`src/rtl/i2c_byte_master.sv`:
```
// ---------------------------------------------------------------------------
// i2c_byte_master
//   Byte-level I2C master engine. Executes one START, WRITE, READ or STOP
//   command at a time. It generates SCL push-pull and an open-drain enable for
//   SDA. Each SCL period is split into four quarters of QTR+1 core cycles.
//   There is no clock stretching, no arbitration and no protocol-order checking.
//
// Parameters
//   QTR          cycles per SCL quarter-period minus 1 (>= 3)
// Ports
//   clk          core clock
//   rst          asynchronous active-high reset
//   i_cmd_valid  command request, accepted when o_cmd_ready is high
//   o_cmd_ready  idle and accepting a command
//   i_cmd        0=START 1=WRITE 2=READ 3=STOP
//   i_wdata      byte to send on WRITE
//   i_rd_nack    9th bit of a READ (1=NACK, 0=ACK)
//   o_done       one-cycle completion pulse
//   o_rdata      last byte received by READ
//   o_ack_err    slave NACKed the last WRITE
//   o_busy       command in progress
//   o_scl        SCL (push-pull)
//   o_sda_oe     1 pulls SDA low, 0 releases it
//   i_sda        SDA pad value (asynchronous)
// ---------------------------------------------------------------------------
module i2c_byte_master #(
    parameter int QTR = 31
) (
    input  logic       clk,
    input  logic       rst,
    input  logic       i_cmd_valid,
    output logic       o_cmd_ready,
    input  logic [1:0] i_cmd,
    input  logic [7:0] i_wdata,
    input  logic       i_rd_nack,
    output logic       o_done,
    output logic [7:0] o_rdata,
    output logic       o_ack_err,
    output logic       o_busy,
    output logic       o_scl,
    output logic       o_sda_oe,
    input  logic       i_sda
);

    localparam int              QW    = $clog2(QTR + 1);
    localparam logic [QW-1:0]   QTR_L = QW'(QTR);

    localparam logic [1:0] CMD_START = 2'd0;
    localparam logic [1:0] CMD_WRITE = 2'd1;
    localparam logic [1:0] CMD_READ  = 2'd2;
    localparam logic [1:0] CMD_STOP  = 2'd3;

    typedef enum logic [2:0] {S_IDLE, S_START, S_BIT, S_STOP, S_DONE} state_t;

    state_t          r_state;
    logic [QW-1:0]   r_qcnt;
    logic [1:0]      r_quarter;
    logic [3:0]      r_bit;
    logic [1:0]      r_cmd;
    logic            r_rd_nack;
    logic [7:0]      r_shift;
    logic            r_sda_meta;
    logic            r_sda_sync;
    logic            r_scl;
    logic            r_sda_oe;
    logic            r_done;
    logic [7:0]      r_rdata;
    logic            r_ack_err;
    logic            r_busy;
    logic            r_ready;

    logic            w_qend;
    logic [1:0]      w_nq;
    logic            w_is_read;

    assign w_qend    = (r_qcnt == '0);
    assign w_nq      = r_quarter + 2'd1;
    assign w_is_read = (r_cmd == CMD_READ);

    // SDA drive for a bit cell: data cells of a WRITE pull low for a 0 bit,
    // READ data cells release; the 9th cell is the ACK slot, driven only by a
    // READ that acknowledges.
    function automatic logic cell_oe(input logic is_read, input logic last,
                                     input logic bit7, input logic nack);
        if (last) return is_read & ~nack;
        return ~is_read & ~bit7;
    endfunction

    // Two-flop synchronizer for the asynchronous SDA pad; idles high like the bus.
    // NOTE: asynchronous reset is used for every state flop here; there are no
    // memories, so nothing is left unreset.
    always_ff @(posedge clk or posedge rst) begin
        if (rst) begin
            r_sda_meta <= 1'b1;
            r_sda_sync <= 1'b1;
        end else begin
            r_sda_meta <= i_sda;
            r_sda_sync <= r_sda_meta;
        end
    end

    // NOTE: all sequential state uses non-blocking assignments so every flop
    // samples pre-edge values regardless of statement order.
    always_ff @(posedge clk or posedge rst) begin
        if (rst) begin
            r_state   <= S_IDLE;
            r_qcnt    <= '0;
            r_quarter <= 2'd0;
            r_bit     <= 4'd0;
            r_cmd     <= CMD_START;
            r_rd_nack <= 1'b0;
            r_shift   <= 8'h00;
            r_scl     <= 1'b1;
            r_sda_oe  <= 1'b0;
            r_done    <= 1'b0;
            r_rdata   <= 8'h00;
            r_ack_err <= 1'b0;
            r_busy    <= 1'b0;
            r_ready   <= 1'b1;
        end else begin
            r_done <= 1'b0;
            case (r_state)
                S_IDLE: begin
                    if (i_cmd_valid) begin
                        r_cmd     <= i_cmd;
                        r_rd_nack <= i_rd_nack;
                        r_shift   <= i_wdata;
                        r_qcnt    <= QTR_L;
                        r_quarter <= 2'd0;
                        r_bit     <= 4'd0;
                        r_busy    <= 1'b1;
                        r_ready   <= 1'b0;
                        r_scl     <= 1'b0;   // Q0 of every command has SCL low
                        case (i_cmd)
                            CMD_START: begin
                                r_state  <= S_START;
                                r_sda_oe <= 1'b0;
                            end
                            CMD_STOP: begin
                                r_state  <= S_STOP;
                                r_sda_oe <= 1'b1;
                            end
                            default: begin
                                r_state  <= S_BIT;
                                r_sda_oe <= cell_oe(i_cmd == CMD_READ, 1'b0,
                                                    i_wdata[7], i_rd_nack);
                            end
                        endcase
                    end
                end

                S_START, S_STOP, S_BIT: begin
                    if (!w_qend) begin
                        r_qcnt <= r_qcnt - 1'b1;
                    end else begin
                        r_qcnt    <= QTR_L;
                        r_quarter <= w_nq;
                        if (r_quarter == 2'd3) begin
                            if (r_state != S_BIT || r_bit == 4'd8) begin
                                // Last quarter of the command: lines keep their
                                // final values until the next command.
                                r_state <= S_DONE;
                                r_done  <= 1'b1;
                                if (r_state == S_BIT) begin
                                    if (w_is_read) r_rdata   <= r_shift;
                                    else           r_ack_err <= r_sda_sync;
                                end
                            end else begin
                                r_bit    <= r_bit + 4'd1;
                                r_shift  <= {r_shift[6:0], r_sda_sync};
                                r_scl    <= 1'b0;
                                // r_shift[6] becomes the MSB after this shift.
                                r_sda_oe <= cell_oe(w_is_read, r_bit == 4'd7,
                                                    r_shift[6], r_rd_nack);
                            end
                        end else begin
                            case (r_state)
                                S_START: begin
                                    r_scl    <= (w_nq != 2'd3);
                                    r_sda_oe <= (w_nq != 2'd1);
                                end
                                S_STOP: begin
                                    r_scl    <= 1'b1;
                                    r_sda_oe <= (w_nq == 2'd1);
                                end
                                default: begin
                                    r_scl <= w_nq[1];  // high in Q2-Q3
                                end
                            endcase
                        end
                    end
                end

                S_DONE: begin
                    r_state <= S_IDLE;
                    r_busy  <= 1'b0;
                    r_ready <= 1'b1;
                end

                default: r_state <= S_IDLE;
            endcase
        end
    end

    assign o_cmd_ready = r_ready;
    assign o_busy      = r_busy;
    assign o_done      = r_done;
    assign o_rdata     = r_rdata;
    assign o_ack_err   = r_ack_err;
    assign o_scl       = r_scl;
    assign o_sda_oe    = r_sda_oe;

endmodule

```
`config.mk`:
```
export PLATFORM = sky130hd
export DESIGN_NAME = i2c_byte_master
export DESIGN_NICKNAME = d
export VERILOG_FILES = /design/src/rtl/i2c_byte_master.sv
export SDC_FILE = /design/constraint.sdc
export NUM_CORES = 1
export LEC_CHECK = 0
export BUFFER_PORTS_ARGS = -buffer_cell sky130_fd_sc_hd__buf_4
export CELL_PAD_IN_SITES_DETAIL_PLACEMENT = 0
export CELL_PAD_IN_SITES_GLOBAL_PLACEMENT = 1
export CORE_ASPECT_RATIO = 0.8
export CORE_MARGIN = 3
export CORE_UTILIZATION = 40
export DETAILED_ROUTE_END_ITERATION = 10
export PLACE_DENSITY = 0.78
export SLEW_MARGIN = 20
export SYNTH_ARGS = -nofsm -noshare
export SYNTH_HDL_FRONTEND = slang
export SYNTH_SLANG_ARGS = --single-unit
```
`constraint.sdc`:
```
create_clock -name clk -period 2 [get_ports clk]
set_input_delay 0.1 -clock clk [delete_from_list [all_inputs] [get_ports clk]]
set_output_delay 0.1 -clock clk [all_outputs]
set_load 0.05 [all_outputs]
```
==> impl_metrics.tcl <==
set metrics [dict create \
    outcome "completed" \
    syn_to_final_growth_pct 25.5 \
    row_count 22 \
    worstReg2RegEnd "o_rdata[7]" \
    drt_pass1_iterations 4 \
    grt_pass1_wl_mm 7.19 \
    stdcell_area_um2 2530 \
    power_density_nw_per_um2 1070 \
    start_util_pct 42.5 \
    synthAdderAreaFrac_pct 5.59 \
    worstMarginPinSlew_ns 0.521 \
    end_kind "flop" \
    rsz0062_at_grt "no" \
    die_w_um 85.3 \
    yosys_warnings 0 \
    ir_drop_mv 0.519 \
    slew_headroom_pct 65.3 \
    synth_xor_area_share_pct 0.870 \
    viasPerCell 4.98 \
    synth_area_um2 2010 \
    yosys.area.top_type "dfrtp_1" \
    dieArea_um2 5930 \
    r2r_slack_ns 0.15 \
    postCtsSetupRepairBufs 0 \
    final_util_pct 53.4 \
    wl_mm 4.11 \
    cp_cell_sequence "inv_1 -> ha_1 -> nor4b_4 -> buf_6 -> nand2_2 -> nor3_4 -> buf_12 -> mux2_2" \
    cap_violations 0 \
    detail-route-antenna-nets 0 \
    regArea_um2 1030 \
    antenna_found_initial 0 \
    place_ws_ns 0.0660 \
    tns_ns 0 \
    syn_avg_cell_area_um2 10.7 \
    period_share_pct 92.5 \
    clock_skew_ns 0.00405 \
    finalNonFillerCells 298 \
    ioPinCount 29 \
    fp.dieH_um 69.5 \
    grt_pass1_vias 1470 \
    clk_path_buf_depth 2 \
    synth.top_cell.area_share_pct 46.0 \
    r2r_start "r_qcnt[0]" \
    setup_viol 0 \
    layout_setup_ws_ns 0.150 \
    grt_usage_pct 15.0 \
    finalHoldViolCount 0 \
    num_antenna_cells 0 \
    root_buffer "clkbuf_8" \
    synth_edf_count 0 \
    core_area_um2 4730 \
    syn_nets 213 \
    synth_cell_types 39 \
    clkLatencyLatePin_ns 0.28 \
    path_buf_inv 3 \
    synthSimpleGateAreaFrac_pct 15.2 \
    num_vias 1485 \
    timing.fmax_mhz 541 \
    r2r_cells 8 \
    synth_top_family_by_area "simple AND/OR/NAND/NOR gates" \
    fillers 440 \
    synth_area_leaders "dfrtp_1 46%, mux2_2 7.8%, ha_1 5.6%, dfstp_2 5.2%, o21ai_0 5.0%" \
    crit_path_top_delay_cell "dfrtp_1" \
    wl_per_cell_um 13.8 \
    syn_inst 189 \
    ys_async_sr_fraction_pct 100 \
    path_clk_slew_ns 0.08 \
    crit_fanout 8 \
    portBuffers 28 \
    synth_common_cells "37 x dfrtp_1, 20 x o21ai_0, 19 x nand2_1, 15 x nor2_1, 14 x mux2_2" \
    p_leak_nw 1.20 \
    grt_max_degree 42 \
    path_class "flop to flop" \
    min_to "r_rd_nack" \
    cts_tree "built" \
    multi_input_area_um2 920 \
    slew_viol_final 0 \
    dp_hpwl_mm 3.05 \
    crit_arrival_ns 2.02 \
    drt-initial-drc-count 67 \
    ys_ff_latch 41 \
    overflow 0 \
    hp-start "i_rd_nack" \
    cp-start-kind "flop" \
    dominantRegCellSynth "dfrtp_1" \
    cp_top_family "simple AND/OR/NAND/NOR gates" \
    drcViolationCount 0 \
    drive_above_1_share_pct 31.5 \
    finalNetCount 261 \
    dpl_cell_area_um2 2420 \
    synth_compound_area_share_pct 11.7 \
    h-tree-depth 2 \
    synthMuxAreaShare_pct 12.3 \
    holdPathStages 2 \
    min_period_ns 1.85 \
    cp.required_ns 2.17 \
    seq_area_frac_synth_pct 51.2 \
    dp_cells 288 \
    cts_buffers 5 \
    synth.most_common_cell "dfrtp_1" \
    cts_sinks 41 \
    hold_class "input port to flop" \
    max_stage_delay_ns 0.38 \
    place.gp.congestion 0.766 \
]
-- flip-flops by register name, summed over array words and instances (netlist names), 2 cells and up --
| signal | count |
|---|---|
| r_qcnt | 5 |
| r_cmd | 2 |
| r_bit | 4 |
| r_quarter | 2 |
| r_state | 3 |
| r_shift | 8 |
| o_rdata | 8 |
-- kinds of logic (layout without fill, tap and decap cells) --
group	after synthesis	after routing
xor+xnor	2	2
flops	41	41
compound gates	41	41
buf+inv	15	64
fa+ha+maj	9	9
simple gates	58	58
mux	23	23
-- cell usage in the layout (no fill, tap or decap), types with 2 or more instances in the layout --
cell,instances
buf_4,42
dfrtp_1,37
o21ai_0,20
nand2_1,19
nor2_1,15
mux2_2,14
a21oi_1,10
inv_1,9
mux2i_1,9
ha_1,9
clkbuf_8,5
nor3_1,4
nand3_1,4
dfstp_2,4
a211oi_1,3
nand2b_1,2
o21bai_1,2
nand3b_1,2
xor2_1,2
clkinv_2,2
dlygate4sd3_1,2
buf_12,2
-- worst max-delay path by stage --
stage	startpoint	end	cells after the start
floorplan	r_qcnt[0]	o_rdata[0]	6
global placement	r_qcnt[0]	o_rdata[4]	8
detailed placement	r_qcnt[0]	o_rdata[7]	8
CTS	r_qcnt[0]	o_rdata[2]	8
global route	r_qcnt[0]	o_sda_oe	8
finish	r_qcnt[0]	o_rdata[7]	8
-- power by group --
part           switching [W]  internal, W  leakage [nW]
Combinational       0.000487     0.000427         0.649
Clock               0.000275     0.000242        0.0450
Sequential          0.000204      0.00107         0.509
Total               0.000966      0.00173          1.20
-- per-stage QoR --
stage	hold slack, ns	power (W)
after global routing	0.0434	0.00293
after CTS	0.0436	0.00273
final	0.0477	0.00270
after floorplan	0.104	0.00190
after detailed placement	0.211	0.00220
after global placement	0.208	0.00218
-- area by class of cell --
type / instances / area share [%]
inverter: 9 / 1.34
clock inverter: 2 / 0.396
clock buffer: 6 / 2.87
sequential: 41 / 40.8
timing repair buffer: 47 / 15.3
multi-input combinational: 133 / 36.4
tap: 60 / 2.97
-- repair_timing --
action / in CTS / in global routing
resized for setup: 0 / 1
setup endpoints to repair: 0 / 8
endpoints found under the hold margin: 38 / 0
hold buffers: 2 / 0
-- per-layer routing --
metal	GRT usage [%]	up-vias	wire length (um)
li1	-	756	-
met1	24.2	692	2240
met2	19.7	32	1600
met3	4.28	5	240
met4	2.64	0	26
met5	0	-	0
-- worst reg2reg max path: stages (launching register included) --
cell and delay, ns:
dfrtp_1 0.38, inv_1 0.09, ha_1 0.17, nor4b_4 0.21, buf_6 0.17, nand2_2 0.08, nor3_4 0.16, buf_12 0.15
mux2_2 0.33
(Power assumes the default switching activity.)
